File: config.mk
export PLATFORM = sky130hd
export DESIGN_NAME = addsub_pipe
export DESIGN_NICKNAME = d
export VERILOG_FILES = /design/src/rtl/addsub_pkg.sv /design/src/rtl/addsub_stage.sv /design/src/rtl/addsub_pipe.sv
export SDC_FILE = /design/constraint.sdc
export NUM_CORES = 1
export LEC_CHECK = 0
export CAP_MARGIN = 20
export CELL_PAD_IN_SITES_DETAIL_PLACEMENT = 1
export CELL_PAD_IN_SITES_GLOBAL_PLACEMENT = 2
export CORE_AREA = 10 10 182 184
export CTS_CLUSTER_SIZE = 24
export DETAILED_ROUTE_END_ITERATION = 10
export DIE_AREA = 0 0 192 194
export PLACE_DENSITY_LB_ADDON = 0.1
export SLEW_MARGIN = 20
export SYNTH_ARGS = -nofsm -noshare
export SYNTH_HDL_FRONTEND = slang
export SYNTH_SLANG_ARGS = --single-unit
export TNS_END_PERCENT = 1
File: constraint.sdc
create_clock -name clk -period 2.3 [get_ports clk]
set_input_delay 0.345 -clock clk [delete_from_list [all_inputs] [get_ports clk]]
set_output_delay 0.345 -clock clk [all_outputs]
set_load 0.01 [all_outputs]
File: src/rtl/addsub_pkg.sv
// addsub_pkg: op encodings, flag bit positions and the flag record shared by addsub_pipe and its stages.
package addsub_pkg;
    localparam logic OP_ADD = 1'b0;
    localparam logic OP_SUB = 1'b1;
    localparam int FLAG_C = 0;
    localparam int FLAG_Z = 1;
    localparam int FLAG_N = 2;
    localparam int FLAG_V = 3;
    typedef struct packed {
        logic v;
        logic n;
        logic z;
        logic c;
    } flags_t;
endpackage

File: src/rtl/addsub_stage.sv
// addsub_stage: one CHUNK-wide slice of the carry chain; inverts B for subtract and registers sum, carry, valid and op.
module addsub_stage
    import addsub_pkg::*;
#(
    parameter int CHUNK = 8
) (
    input  logic             clk,
    input  logic             rst_n,
    input  logic             en,
    input  logic             valid_in,
    input  logic             op_in,
    input  logic             carry_in,
    input  logic [CHUNK-1:0] a,
    input  logic [CHUNK-1:0] b,
    output logic             valid,
    output logic             op,
    output logic             carry,
    output logic [CHUNK-1:0] sum
);
    logic [CHUNK:0] total;
    assign total = {1'b0, a} + {1'b0, op_in == OP_ADD ? b : ~b} + {{CHUNK{1'b0}}, carry_in};
    always_ff @(posedge clk or negedge rst_n) begin
        if (!rst_n) begin
            valid <= 1'b0;
            op    <= 1'b0;
            carry <= 1'b0;
            sum   <= '0;
        end else if (en) begin
            valid        <= valid_in;
            op           <= op_in;
            {carry, sum} <= total;
        end
    end
endmodule

File: src/rtl/addsub_pipe.sv
// addsub_pipe: pipelined add/sub, one carry-chain chunk per stage, valid/ready handshake.
// Define ADDSUB_FLAGS_EN to build the {V,N,Z,C} flag logic; otherwise flags is tied to zero.
module addsub_pipe
    import addsub_pkg::*;
#(
    parameter int WIDTH  = 32,
    parameter int STAGES = 4
) (
    input  logic             clk,
    input  logic             rst_n,
    input  logic             in_valid,
    output logic             in_ready,
    input  logic [WIDTH-1:0] A,
    input  logic [WIDTH-1:0] B,
    input  logic             op,
    input  logic             cin,
    output logic             out_valid,
    input  logic             out_ready,
    output logic [WIDTH-1:0] result,
    output logic             cout,
    output logic [3:0]       flags
);
    localparam int CHUNK = WIDTH / STAGES;
    logic              advance;
    logic [STAGES-1:0] v_in, o_in, c_in, v_q, o_q, c_q;
    logic [CHUNK-1:0]  a_in [STAGES];
    logic [CHUNK-1:0]  b_in [STAGES];
    logic [CHUNK-1:0]  s_q  [STAGES];
    // a_sk/b_sk[d][j]: operand chunk j (j > d) held alongside stage d; r_dk[d][j]: result chunk j (j < d)
    logic [CHUNK-1:0]  a_sk [STAGES][STAGES];
    logic [CHUNK-1:0]  b_sk [STAGES][STAGES];
    logic [CHUNK-1:0]  r_dk [STAGES][STAGES];

    assign out_valid = v_q[STAGES-1];
    assign cout      = c_q[STAGES-1];
    assign advance   = !out_valid || out_ready;
    assign in_ready  = advance;

    for (genvar k = 0; k < STAGES; k++) begin : g
        if (k == 0) begin : head
            assign v_in[0] = in_valid;
            assign o_in[0] = op;
            assign c_in[0] = op == OP_SUB ? ~cin : cin;
            assign a_in[0] = A[CHUNK-1:0];
            assign b_in[0] = B[CHUNK-1:0];
        end else begin : body
            assign v_in[k] = v_q[k-1];
            assign o_in[k] = o_q[k-1];
            assign c_in[k] = c_q[k-1];
            assign a_in[k] = a_sk[k-1][k];
            assign b_in[k] = b_sk[k-1][k];
        end
        addsub_stage #(.CHUNK(CHUNK)) u_stage (
            .clk      (clk),
            .rst_n    (rst_n),
            .en       (advance),
            .valid_in (v_in[k]),
            .op_in    (o_in[k]),
            .carry_in (c_in[k]),
            .a        (a_in[k]),
            .b        (b_in[k]),
            .valid    (v_q[k]),
            .op       (o_q[k]),
            .carry    (c_q[k]),
            .sum      (s_q[k])
        );
        assign result[k*CHUNK +: CHUNK] = k == STAGES - 1 ? s_q[k] : r_dk[STAGES-1][k];
    end

    always_ff @(posedge clk or negedge rst_n) begin
        if (!rst_n) begin
            for (int d = 0; d < STAGES; d++)
                for (int j = 0; j < STAGES; j++) begin
                    a_sk[d][j] <= '0;
                    b_sk[d][j] <= '0;
                    r_dk[d][j] <= '0;
                end
        end else if (advance) begin
            for (int j = 1; j < STAGES; j++) begin
                a_sk[0][j] <= A[j*CHUNK +: CHUNK];
                b_sk[0][j] <= B[j*CHUNK +: CHUNK];
            end
            for (int d = 1; d < STAGES; d++)
                for (int j = 0; j < STAGES; j++) begin
                    if (j > d) begin
                        a_sk[d][j] <= a_sk[d-1][j];
                        b_sk[d][j] <= b_sk[d-1][j];
                    end
                    if (j < d)
                        r_dk[d][j] <= j == d - 1 ? s_q[d-1] : r_dk[d-1][j];
                end
        end
    end

`ifdef ADDSUB_FLAGS_EN
    logic   a_msb, b_msb;
    flags_t f;
    always_ff @(posedge clk or negedge rst_n) begin
        if (!rst_n) begin
            a_msb <= 1'b0;
            b_msb <= 1'b0;
        end else if (advance) begin
            a_msb <= a_in[STAGES-1][CHUNK-1];
            b_msb <= b_in[STAGES-1][CHUNK-1];
        end
    end
    // b_msb is the raw B bit; the final-stage op turns it into the effective operand bit
    assign f = '{v: (a_msb == (b_msb ^ o_q[STAGES-1])) && (result[WIDTH-1] != a_msb),
                 n: result[WIDTH-1], z: result == '0, c: cout};
    assign flags = out_valid ? f : '0;
`else
    logic unused_op;
    assign unused_op = o_q[STAGES-1];
    assign flags     = '0;
`endif
endmodule

==> results of run 1 <==
## synthesized netlist by cell type, drive strengths merged, types with 4 or more instances
cell     instances  area [µm²]
nand2          446        1670
dfrtp          187        4680
buf             69         435
xor2            34         298
ha              28         350
inv             22        82.6
o21ai           19        95.1
a21oi           16        80.1
or3             16         100
nor2            15        56.3
nor3            15        75.1
o21a            15         113
o31ai           14         105
nand3           13        65.1
nor3b           13         103
a211oi          11        82.6
clkbuf           8        30.0
fa               8         160
o31a             7        61.3
a221oi           6        52.6
and3             6        37.5
a21o             5        37.5
nor2b            5        38.8
o2111ai          5        43.8
nor4             4        25.0
## state kept, by name, indices dropped and copies added (netlist names)
register / cells
b_in: 24
b_sk: 24
a_sk: 24
g.u_stage.carry: 4
r_dk: 24
g.u_stage.sum: 32
g.u_stage.valid: 4
result: 24
a_in: 24
g.u_stage.op: 3
## per-layer routing
layer  vias up  part of all wire  global-route usage
li1       3419                 -                   -
met1      3319              0.46               0.164
met2        68              0.50               0.223
met3        12             0.027              0.0241
met4         0            0.0068              0.0258
met5         -                 0                   0
## power by group
part | total (W) | switching, W | leakage (nW) | internal (W)
clock | 0.00288 | 0.00136 | 0.269 | 0.00152
combinational | 0.00775 | 0.00422 | 2.94 | 0.00354
sequential | 0.00560 | 0.000833 | 2.25 | 0.00476
## kinds of logic (layout without fill, tap and decap cells)
group,count (synthesis),after routing,synth area share
buffers and inverters,99,202,0.0606
flip-flops,187,187,0.518
adder cells (fa/ha/maj),36,36,0.0565
multiplexers,1,1,0.00111
AO/OA/AOI/OAI,103,103,0.0796
AND/OR/NAND/NOR,542,542,0.248
other,1,4,0.000415
XOR/XNOR,37,37,0.0358
## worst register-to-register path, cell delays in order (launching register included)
cell and delay (ps):
dfrtp_1 390, xnor2_1 140, fa_1 440, fa_2 390, nor2b_2 150, o21ai_0 100
a211oi_2 320, buf_4 170, a21o_1 70
## area by class of cell
| type | instances | area (µm²) | share of cell area |
|---|---|---|---|
| Inverter | 22 | 87.6 | 0.00787 |
| Multi-Input combinational cell | 723 | 3840 | 0.345 |
| Tap cell | 390 | 488 | 0.0439 |
| Clock inverter | 13 | 138 | 0.0124 |
| Timing Repair Buffer | 149 | 1460 | 0.131 |
| Clock buffer | 18 | 429 | 0.0386 |
| Sequential cell | 187 | 4680 | 0.421 |
## placed cells by master, fill, tap and decap left out, types with 5 or more instances in the layout
master and count:
nor2_1 15, buf_4 38, inv_1 20, buf_12 6, nor3_1 15, o31a_1 7, a211oi_1 10, ha_1 28
clkdlybuf4s50_1 102, o31ai_1 14, a21o_1 5, a221oi_1 6, o2111ai_1 5, clkbuf_16 17, or3_1 16, o21a_1 15
nor3b_1 12, a21oi_1 16, nand2_1 446, xor2_1 34, o21ai_0 19, and3_1 6, nand3_1 13, inv_6 6
fa_1 5, dfrtp_1 187
## final timing paths
check	to	cells past startpoint
max in group asynchronous	b_in[12]	3
worst max-delay path	g[2].u_stage.sum[4]	8
worst max register to register	g[2].u_stage.sum[4]	8
worst min-delay path	b_sk[98]	3
worst min register to register	result[13]	2
min in group asynchronous	r_dk[56]	2
## repair_timing
item	in CTS	in global routing
endpoints found under the hold margin	49	0
pin swaps	0	1
gates resized for setup	1	4
hold buffers	1	0
endpoints found under the setup margin	1	9
buffers inserted	0	0
## through the flow
step / TNS (ps) / area [µm²] / setup WS, ps / instances
3_5_place_dp: -1590 / 10500 / -389 / 1470
3_3_place_gp: -1220 / 10500 / -345 / 1470
2_1_floorplan: 0 / 9050 / 30.4 / 1009
5_1_grt: 0 / 11100 / 1.26 / 1502
4_1_cts: 0 / 11100 / 26.7 / 1502
6_report: 0 / 11100 / 66.9 / 1502
==> metrics.txt, run 1 <==
Fin. Hold Viols=0; Num Clock Sinks=187; area grow syn2layout=23.0%; routed len/inst=15.7 µm; H-Tree Depth=4; crit path kind=flip-flop to flip-flop; post-synthesis sequential area ratio=0.518; Worst Path Max Fanout=2; status=completed; drt via density=4.54; Post-Syn Area per Cell=8.99 µm²; Top FF cell, synth=dfrtp_1; worst hold path class=input pin to flip-flop; Worst Path Buf+Inv=1; Final Cycle Share=0.971; Detailed Route WL=23500 µm; 1st-iter DRT viols=257; GP Congestion=0.738; Initial Util=0.307; total power=0.0162 W; Hold Crit Start=B[26]; synth warn=0; min cycle time layout=2230 ps; pwr dens=1460 nW/µm²; Synth Instances=1006; CTS tree=built; Critical Path Sink Type=flip-flop; layout cells sized above 1=0.0755; Startpoint Class=flip-flop; Clock Latency Late Sink=430 ps; maximum clock frequency=448 MHz; DR vias=6818; die span in x=192 µm; Detail Route Antenna Nets=0; worst path cell trace=xnor2_1 > fa_1 > fa_2 > nor2b_2 > o21ai_0 > a211oi_2 > buf_4 > a21o_1; Reg2Reg Setup Slack=70 ps; initial antenna violation count=0; Peak supply drop=604 µV; area of the core=29400 µm²; setup repair after global routing missed its margin=false; Worst-path clk slew=70 ps; Setup violations, final=0; CTS root buf=clkbuf_16; Post-synth EDFFs=0; max incr delay on CP=440 ps; FILL cells=3408; input/output buffers=104; slowest CP cell=fa_1; via count of the first global-routing pass=7309; r2r startpoint=g[1].u_stage.op; Clock Skew=10.1 ps; final-stage net count=1206; I/O Pins=109; Min Hold Slack=446 ps; post-synthesis cell type count=43; Post-synth ARST share=1.00; first-pass GRT wire length=39000 µm; hpwl dp=17400 µm; DRC viols=0; Final Core Density=0.378; Lkg Pwr=5.45 nW; clk buf depth=2; mapped cell area=9040 µm²; count of final max-slew check failures=0; antenna fix cells=0; Data required, critical path=2670 ps; row cnt=63; cell family with most CP delay=adder cells; MaxCap Viol Count=0; DIE AREA=37200 µm²; crit path from=g[1].u_stage.op; Seq cells post-synth=187; CTS buffer count=17; DRT Pass-1 Iters=4; Tot GR Track Use=0.129; total gr overflow=0; largest net degree at the start of global routing=60; worst path arrival time=2600 ps; chip height=194 µm
(Power assumes the default switching activity.)
==> run 2: changes to the inputs <==
CORE_AREA = 10 10 174 176   (was 10 10 182 184)
DIE_AREA = 0 0 184 186   (was 0 0 192 194)
SYNTH_HIERARCHICAL = 1   (was default)
==> metrics.txt, run 2 <==
Int Pwr=0.0105 W (was 0.00982 W); Critical Path Sink Type=flip-flop (unchanged); slowest CP cell=or4_1 (was fa_1); DR vias=5627 (was 6818); count of final max-slew check failures=0 (unchanged); Worst Tran Pin Value=677 ps; Largest register FFs=32 (unchanged); mapped cell area=9240 µm² (was 9040 µm²); max incr delay on CP=490 ps (was 440 ps); CTS root buf=clkbuf_16 (unchanged); H-Tree Depth=4 (unchanged); Final Core Density=0.421 (was 0.378); switch share=0.358 (was 0.395); cell family with most CP delay=simple AND/OR/NAND/NOR gates (was adder cells); setup slack after layout=93.1 ps (was 66.9 ps); Clock Latency Late Sink=430 ps (about the same); setup repair after global routing missed its margin=false (unchanged); 1st-iter DRT viols=191 (was 257); pwr dens=1450 nW/µm² (was 1460 nW/µm²); Detail Route Antenna Nets=0 (unchanged); Startpoint Class=flip-flop (unchanged); crit path kind=flip-flop to flip-flop (unchanged); CTS tree=built (unchanged); I/O Pins=109 (unchanged); sequential share of power=0.341 (was 0.345); input/output buffers=104 (unchanged); Worst Path Max Fanout=4 (was 2); largest net degree at the start of global routing=76 (was 60); combinational share of power=0.479 (was 0.478); GP Congestion=0.771 (was 0.738); Initial Util=0.346 (was 0.307); Most flops, register=g.u_stage/sum (was g.u_stage.sum); Non-Filler Instances=1163 (was 1502); area of the core=26700 µm² (was 29400 µm²); Worst-path clk slew=80 ps (was 70 ps); via count of the first global-routing pass=6334 (was 7309); Sw Pwr=0.00586 W (was 0.00640 W); Final Cycle Share=0.960 (was 0.971); Data required, critical path=2640 ps (was 2670 ps); Peak supply drop=613 µV (was 604 µV); chip height=186 µm (was 194 µm); Synth Instances=709 (was 1006); min cycle time layout=2210 ps (was 2230 ps); status=completed (unchanged); layout cells sized above 1=0.281 (was 0.0755); DRC viols=0 (unchanged); die span in x=184 µm (was 192 µm); area grow syn2layout=21.8% (was 23.0%); Reg area=4680 µm² (unchanged); dpl cells=1129 (was 1470); Num Clock Sinks=187 (unchanged); setup tns final=0 ps (unchanged); clk buf depth=2 (unchanged); commonest non-fill, non-tap cells in the layout=dfrtp_1, mux2_2, clkdlybuf4s50_1, mux2_4, o21ai_0 (was nand2_1, dfrtp_1, clkdlybuf4s50_1, buf_4, xor2_1); Worst Path Buf+Inv=0 (was 1); final-stage net count=915 (was 1206); multi-input logic area=4070 µm² (was 3840 µm²); row cnt=60 (was 63); MaxCap Viol Count=0 (unchanged); commonest non-fill, non-tap cell in the layout=dfrtp_1 (was nand2_1); drt via density=4.84 (was 4.54); antenna fix cells=0 (unchanged); Clock Skew=14.0 ps (was 10.1 ps); Lkg Pwr=4.99 nW (was 5.45 nW); maximum clock frequency=453 MHz (was 448 MHz); Fin. Hold Viols=0 (unchanged); total gr overflow=0 (unchanged); worst path cell trace=xnor2_1 > fa_1 > fa_2 > nor2b_4 > o31a_1 > or4_1 > o211ai_1 (was xnor2_1 > fa_1 > fa_2 > nor2b_2 > o21ai_0 > a211oi_2 > buf_4 > a21o_1); Post-Syn Area per Cell=13.0 µm² (was 8.99 µm²); DRT Pass-1 Iters=4 (unchanged); Max transition margin=0.548; CTS buffer count=17 (unchanged); Placement Setup Slack=-458 ps (was -389 ps); worst hold path class=flip-flop to flip-flop (was input pin to flip-flop); hpwl dp=14600 µm (was 17400 µm); first-pass GRT wire length=33500 µm (was 39000 µm); initial antenna violation count=1 (was 0); FILL cells=2778 (was 3408); worst path arrival time=2540 ps (was 2600 ps); synth warn=6 (was 0); Detailed Route WL=19800 µm (was 23500 µm); Tot GR Track Use=0.121 (was 0.129); DIE AREA=34200 µm² (was 37200 µm²); Setup violations, final=0 (unchanged); clock network fraction of total power=0.180 (was 0.177); routed len/inst=17.0 µm (was 15.7 µm)
## run 2: final timing paths
kind | from | to | slack, ps | depth (start not counted)
min reg2reg | g[1].u_stage/sum[4] | g[1].u_stage/sum[4] | 480 | 1
max in group asynchronous | rst_n | r_dk[54] | 1090 | 3
max | g[0].u_stage/op | g[1].u_stage/sum[6] | 90 | 7
max reg2reg | g[0].u_stage/op | g[1].u_stage/sum[6] | 90 | 7
min | g[1].u_stage/sum[4] | g[1].u_stage/sum[4] | 480 | 1
min in group asynchronous | rst_n | a_sk[107] | 490 | 2
## run 2: area by class of cell
class,count,area share
multi-input cells,437,0.361
flip-flops and latches,187,0.416
repair buffers,134,0.122
inverters,32,0.0107
clock buffers,18,0.0390
clock inverters,14,0.0132
well taps,341,0.0379
## run 2: metal layers
layer  up-vias  track usage  share of wire
li1       2674            -              -
met1      2843        0.154           0.47
met2        87        0.199           0.47
met3        21       0.0289          0.037
met4         2       0.0387          0.015
met5         -            0         0.0010
## run 2: through the flow
step | power (W) | instance area, µm² | hold slack, ps
finish | 0.0164 | 11300 | 481
detailed placement | 0.0136 | 10600 | 432
global route | 0.0178 | 11300 | 499
CTS | 0.0167 | 11200 | 483
floorplan | 0.0114 | 9250 | 49.4
global placement | 0.0133 | 10600 | 427
## run 2: worst register-to-register path: cells and delay by family (launching register included)
kind	cells	cell delay (ps)
xor gates and xnor gates	1	250
adders and majority gates	2	500
DFF	1	450
AOI/OAI and AO/OA	2	390
and+or+nand+nor	2	540
## run 2: timing repair
| action | in CTS | in global routing |
|---|---|---|
| resized for setup | 1 | 5 |
| setup endpoints to repair | 1 | 9 |
| hold buffers | 1 | 0 |
| pin swaps | 0 | 3 |
| endpoints found under the hold margin | 66 | 0 |
| setup buffers | 0 | 1 |
## run 2: power by group through the flow
stage                     registers [W]  clock network (W)  logic, W
after floorplan                 0.00536                  0   0.00603
after global placement          0.00561                  0   0.00766
after detailed placement        0.00567                  0   0.00793
after CTS                       0.00563            0.00309   0.00798
after global routing            0.00578            0.00321   0.00884
final                           0.00559            0.00295   0.00784
==> run 3: changes to the inputs <==
CORE_AREA = 10 10 162 164   (was 10 10 174 176)
DIE_AREA = 0 0 172 174   (was 0 0 184 186)
clock period = 2.8 ns   (was 2.3 ns; I/O delays follow)
==> metrics.txt, run 3 (synthesis results as in run 2) <==
DRT Pass-1 Iters=6 (was 4); Detail Route Antenna Nets=0 (unchanged); crit path kind=input pin to flip-flop (was flip-flop to flip-flop); setup repair after global routing missed its margin=false (unchanged); first-pass GRT wire length=31700 µm (was 33500 µm); Critical Path Sink Type=flip-flop (unchanged); Final Cell Area=11000 µm² (was 11300 µm²); hpwl dp=13700 µm (was 14600 µm); CTS tree=built (unchanged); commonest non-fill, non-tap cells in the layout=dfrtp_1, mux2_2, clkdlybuf4s50_1, mux2_4, o21ai_0 (unchanged); row cnt=56 (was 60); slowest CP cell=clkdlybuf4s50_1 (was or4_1); area grow syn2layout=18.9% (was 21.8%); die span in x=172 µm (was 184 µm); Tot GR Track Use=0.131 (was 0.121); CP most frequent cell=fa_1; via count of the first global-routing pass=6083 (was 6334); final-stage net count=898 (was 915); worst path arrival time=2680 ps (was 2540 ps); max incr delay on CP=540 ps (was 490 ps); Data required, critical path=3130 ps (was 2640 ps); antenna fix cells=0 (unchanged); Fin. Hold Viols=0 (unchanged); total gr overflow=0 (unchanged); Initial Util=0.400 (was 0.346); DIE AREA=29900 µm² (was 34200 µm²); Post-DP Area=10400 µm² (was 10600 µm²); Peak supply drop=344 µV (was 613 µV); maximum clock frequency=425 MHz; Worst Tran Pin Value=629 ps (was 677 ps); initial antenna violation count=0 (was 1); CTS buffer count=17 (unchanged); chip height=174 µm (was 186 µm); clk buf depth=2 (unchanged); Final Cycle Share=0.839; count of final max-slew check failures=0 (unchanged); Largest register FFs=32 (unchanged); Clock Latency Late Sink=430 ps (about the same); status=completed (unchanged); Startpoint Class=input pin (was flip-flop); Worst Path Max Fanout=4 (unchanged); min cycle time layout=2350 ps; Most flops, register=g.u_stage/sum (unchanged); DR vias=5525 (was 5627); Worst Path Buf+Inv=2 (was 0); input/output buffers=104 (unchanged); I/O Pins=109 (unchanged); # Post-CTS Setup Buffers=0 (unchanged); hold buffer count at CTS=0 (was 1); worst hold path class=input pin to async pin (was flip-flop to flip-flop); Min Hold Slack=15.0 ps (was 481 ps); Clock Skew=10.1 ps (was 14.0 ps); worst path cell trace=clkdlybuf4s50_1 > xor2_1 > inv_1 > fa_1 > fa_1 > nor2b_4 > o31a_1 > a211oi_1 > a21o_1 (was xnor2_1 > fa_1 > fa_2 > nor2b_4 > o31a_1 > or4_1 > o211ai_1); GP Congestion=0.756 (was 0.771); layout cells sized above 1=0.261 (was 0.281); 1st-iter DRT viols=215 (was 191); Lkg Pwr=4.88 nW (was 4.99 nW); area of the core=23100 µm² (was 26700 µm²); Worst-path clk slew=80 ps (about the same); Num Clock Sinks=187 (unchanged); largest net degree at the start of global routing=76 (unchanged); Setup violations, final=0 (unchanged); cell family with most CP delay=adder cells (was simple AND/OR/NAND/NOR gates); MaxCap Viol Count=0 (unchanged); drt via density=5.05 (was 4.84); Detailed Route WL=18900 µm (was 19800 µm); pwr dens=1200 nW/µm² (was 1450 nW/µm²); commonest non-fill, non-tap cell in the layout=dfrtp_1 (unchanged); post-CTS resize count=0 (was 1); CTS root buf=clkbuf_16 (unchanged); H-Tree Depth=4 (unchanged); Max transition margin=0.581 (was 0.548); routed len/inst=17.2 µm (was 17.0 µm); DRC viols=0 (unchanged)
run 3: layout make-up:
type	instances	area, µm²
timing repair buffer	117	1200
clock inverter	14	128
fill	2354	12100
inverter	32	120
clock buffer	18	439
multi-input combinational	437	4060
sequential	187	4680
tap	290	363
run 3: path summary, 6_finish.rpt:
path	from	to	slack (ps)	cells past startpoint
max	op	g[0].u_stage/sum[4]	450	9
min reg2reg	g[1].u_stage/sum[0]	g[1].u_stage/sum[0]	490	2
min in group clk	g[1].u_stage/sum[0]	g[1].u_stage/sum[0]	490	2
max in group asynchronous	rst_n	b_in[4]	2030	2
max reg2reg	g[2].u_stage/op	g[3].u_stage/sum[6]	480	7
min	rst_n	result[19]	20	1
run 3: metrics by stage:
stage	util	TNS, ps	power (W)	std cells	worst slack, ps
after global routing	0.475	0	0.0144	1095	318
after CTS	0.475	0	0.0135	1095	447
after global placement	0.451	0	0.0107	1063	80.7
after floorplan	-	0	0.00936	712	626
after detailed placement	0.451	-1.18	0.0110	1063	-1.18
final	0.475	0	0.0132	1095	449
run 3: worst register-to-register path: stages, from the launching register on:
cell and delay (ps):
dfrtp_1 460, buf_4 200, xor2_1 170, ha_1 340
nor2b_4 150, o31a_1 300, or4_1 480, o211ai_1 120
run 3: metal layers:
| layer | GRT usage | up-vias | part of all wire |
|---|---|---|---|
| li1 | - | 2627 | - |
| met1 | 0.163 | 2793 | 0.45 |
| met2 | 0.212 | 88 | 0.49 |
| met3 | 0.0356 | 17 | 0.045 |
| met4 | 0.0460 | 0 | 0.015 |
| met5 | 0 | - | 0 |
run 3: power breakdown:
group / switching [W] / internal (W) / total [W] / leakage (nW)
registers: 0.000685 / 0.00389 / 0.00458 / 2.19
clock network: 0.00114 / 0.00120 / 0.00233 / 0.274
logic: 0.00298 / 0.00334 / 0.00632 / 2.42
total: 0.00480 / 0.00843 / 0.0132 / 4.88
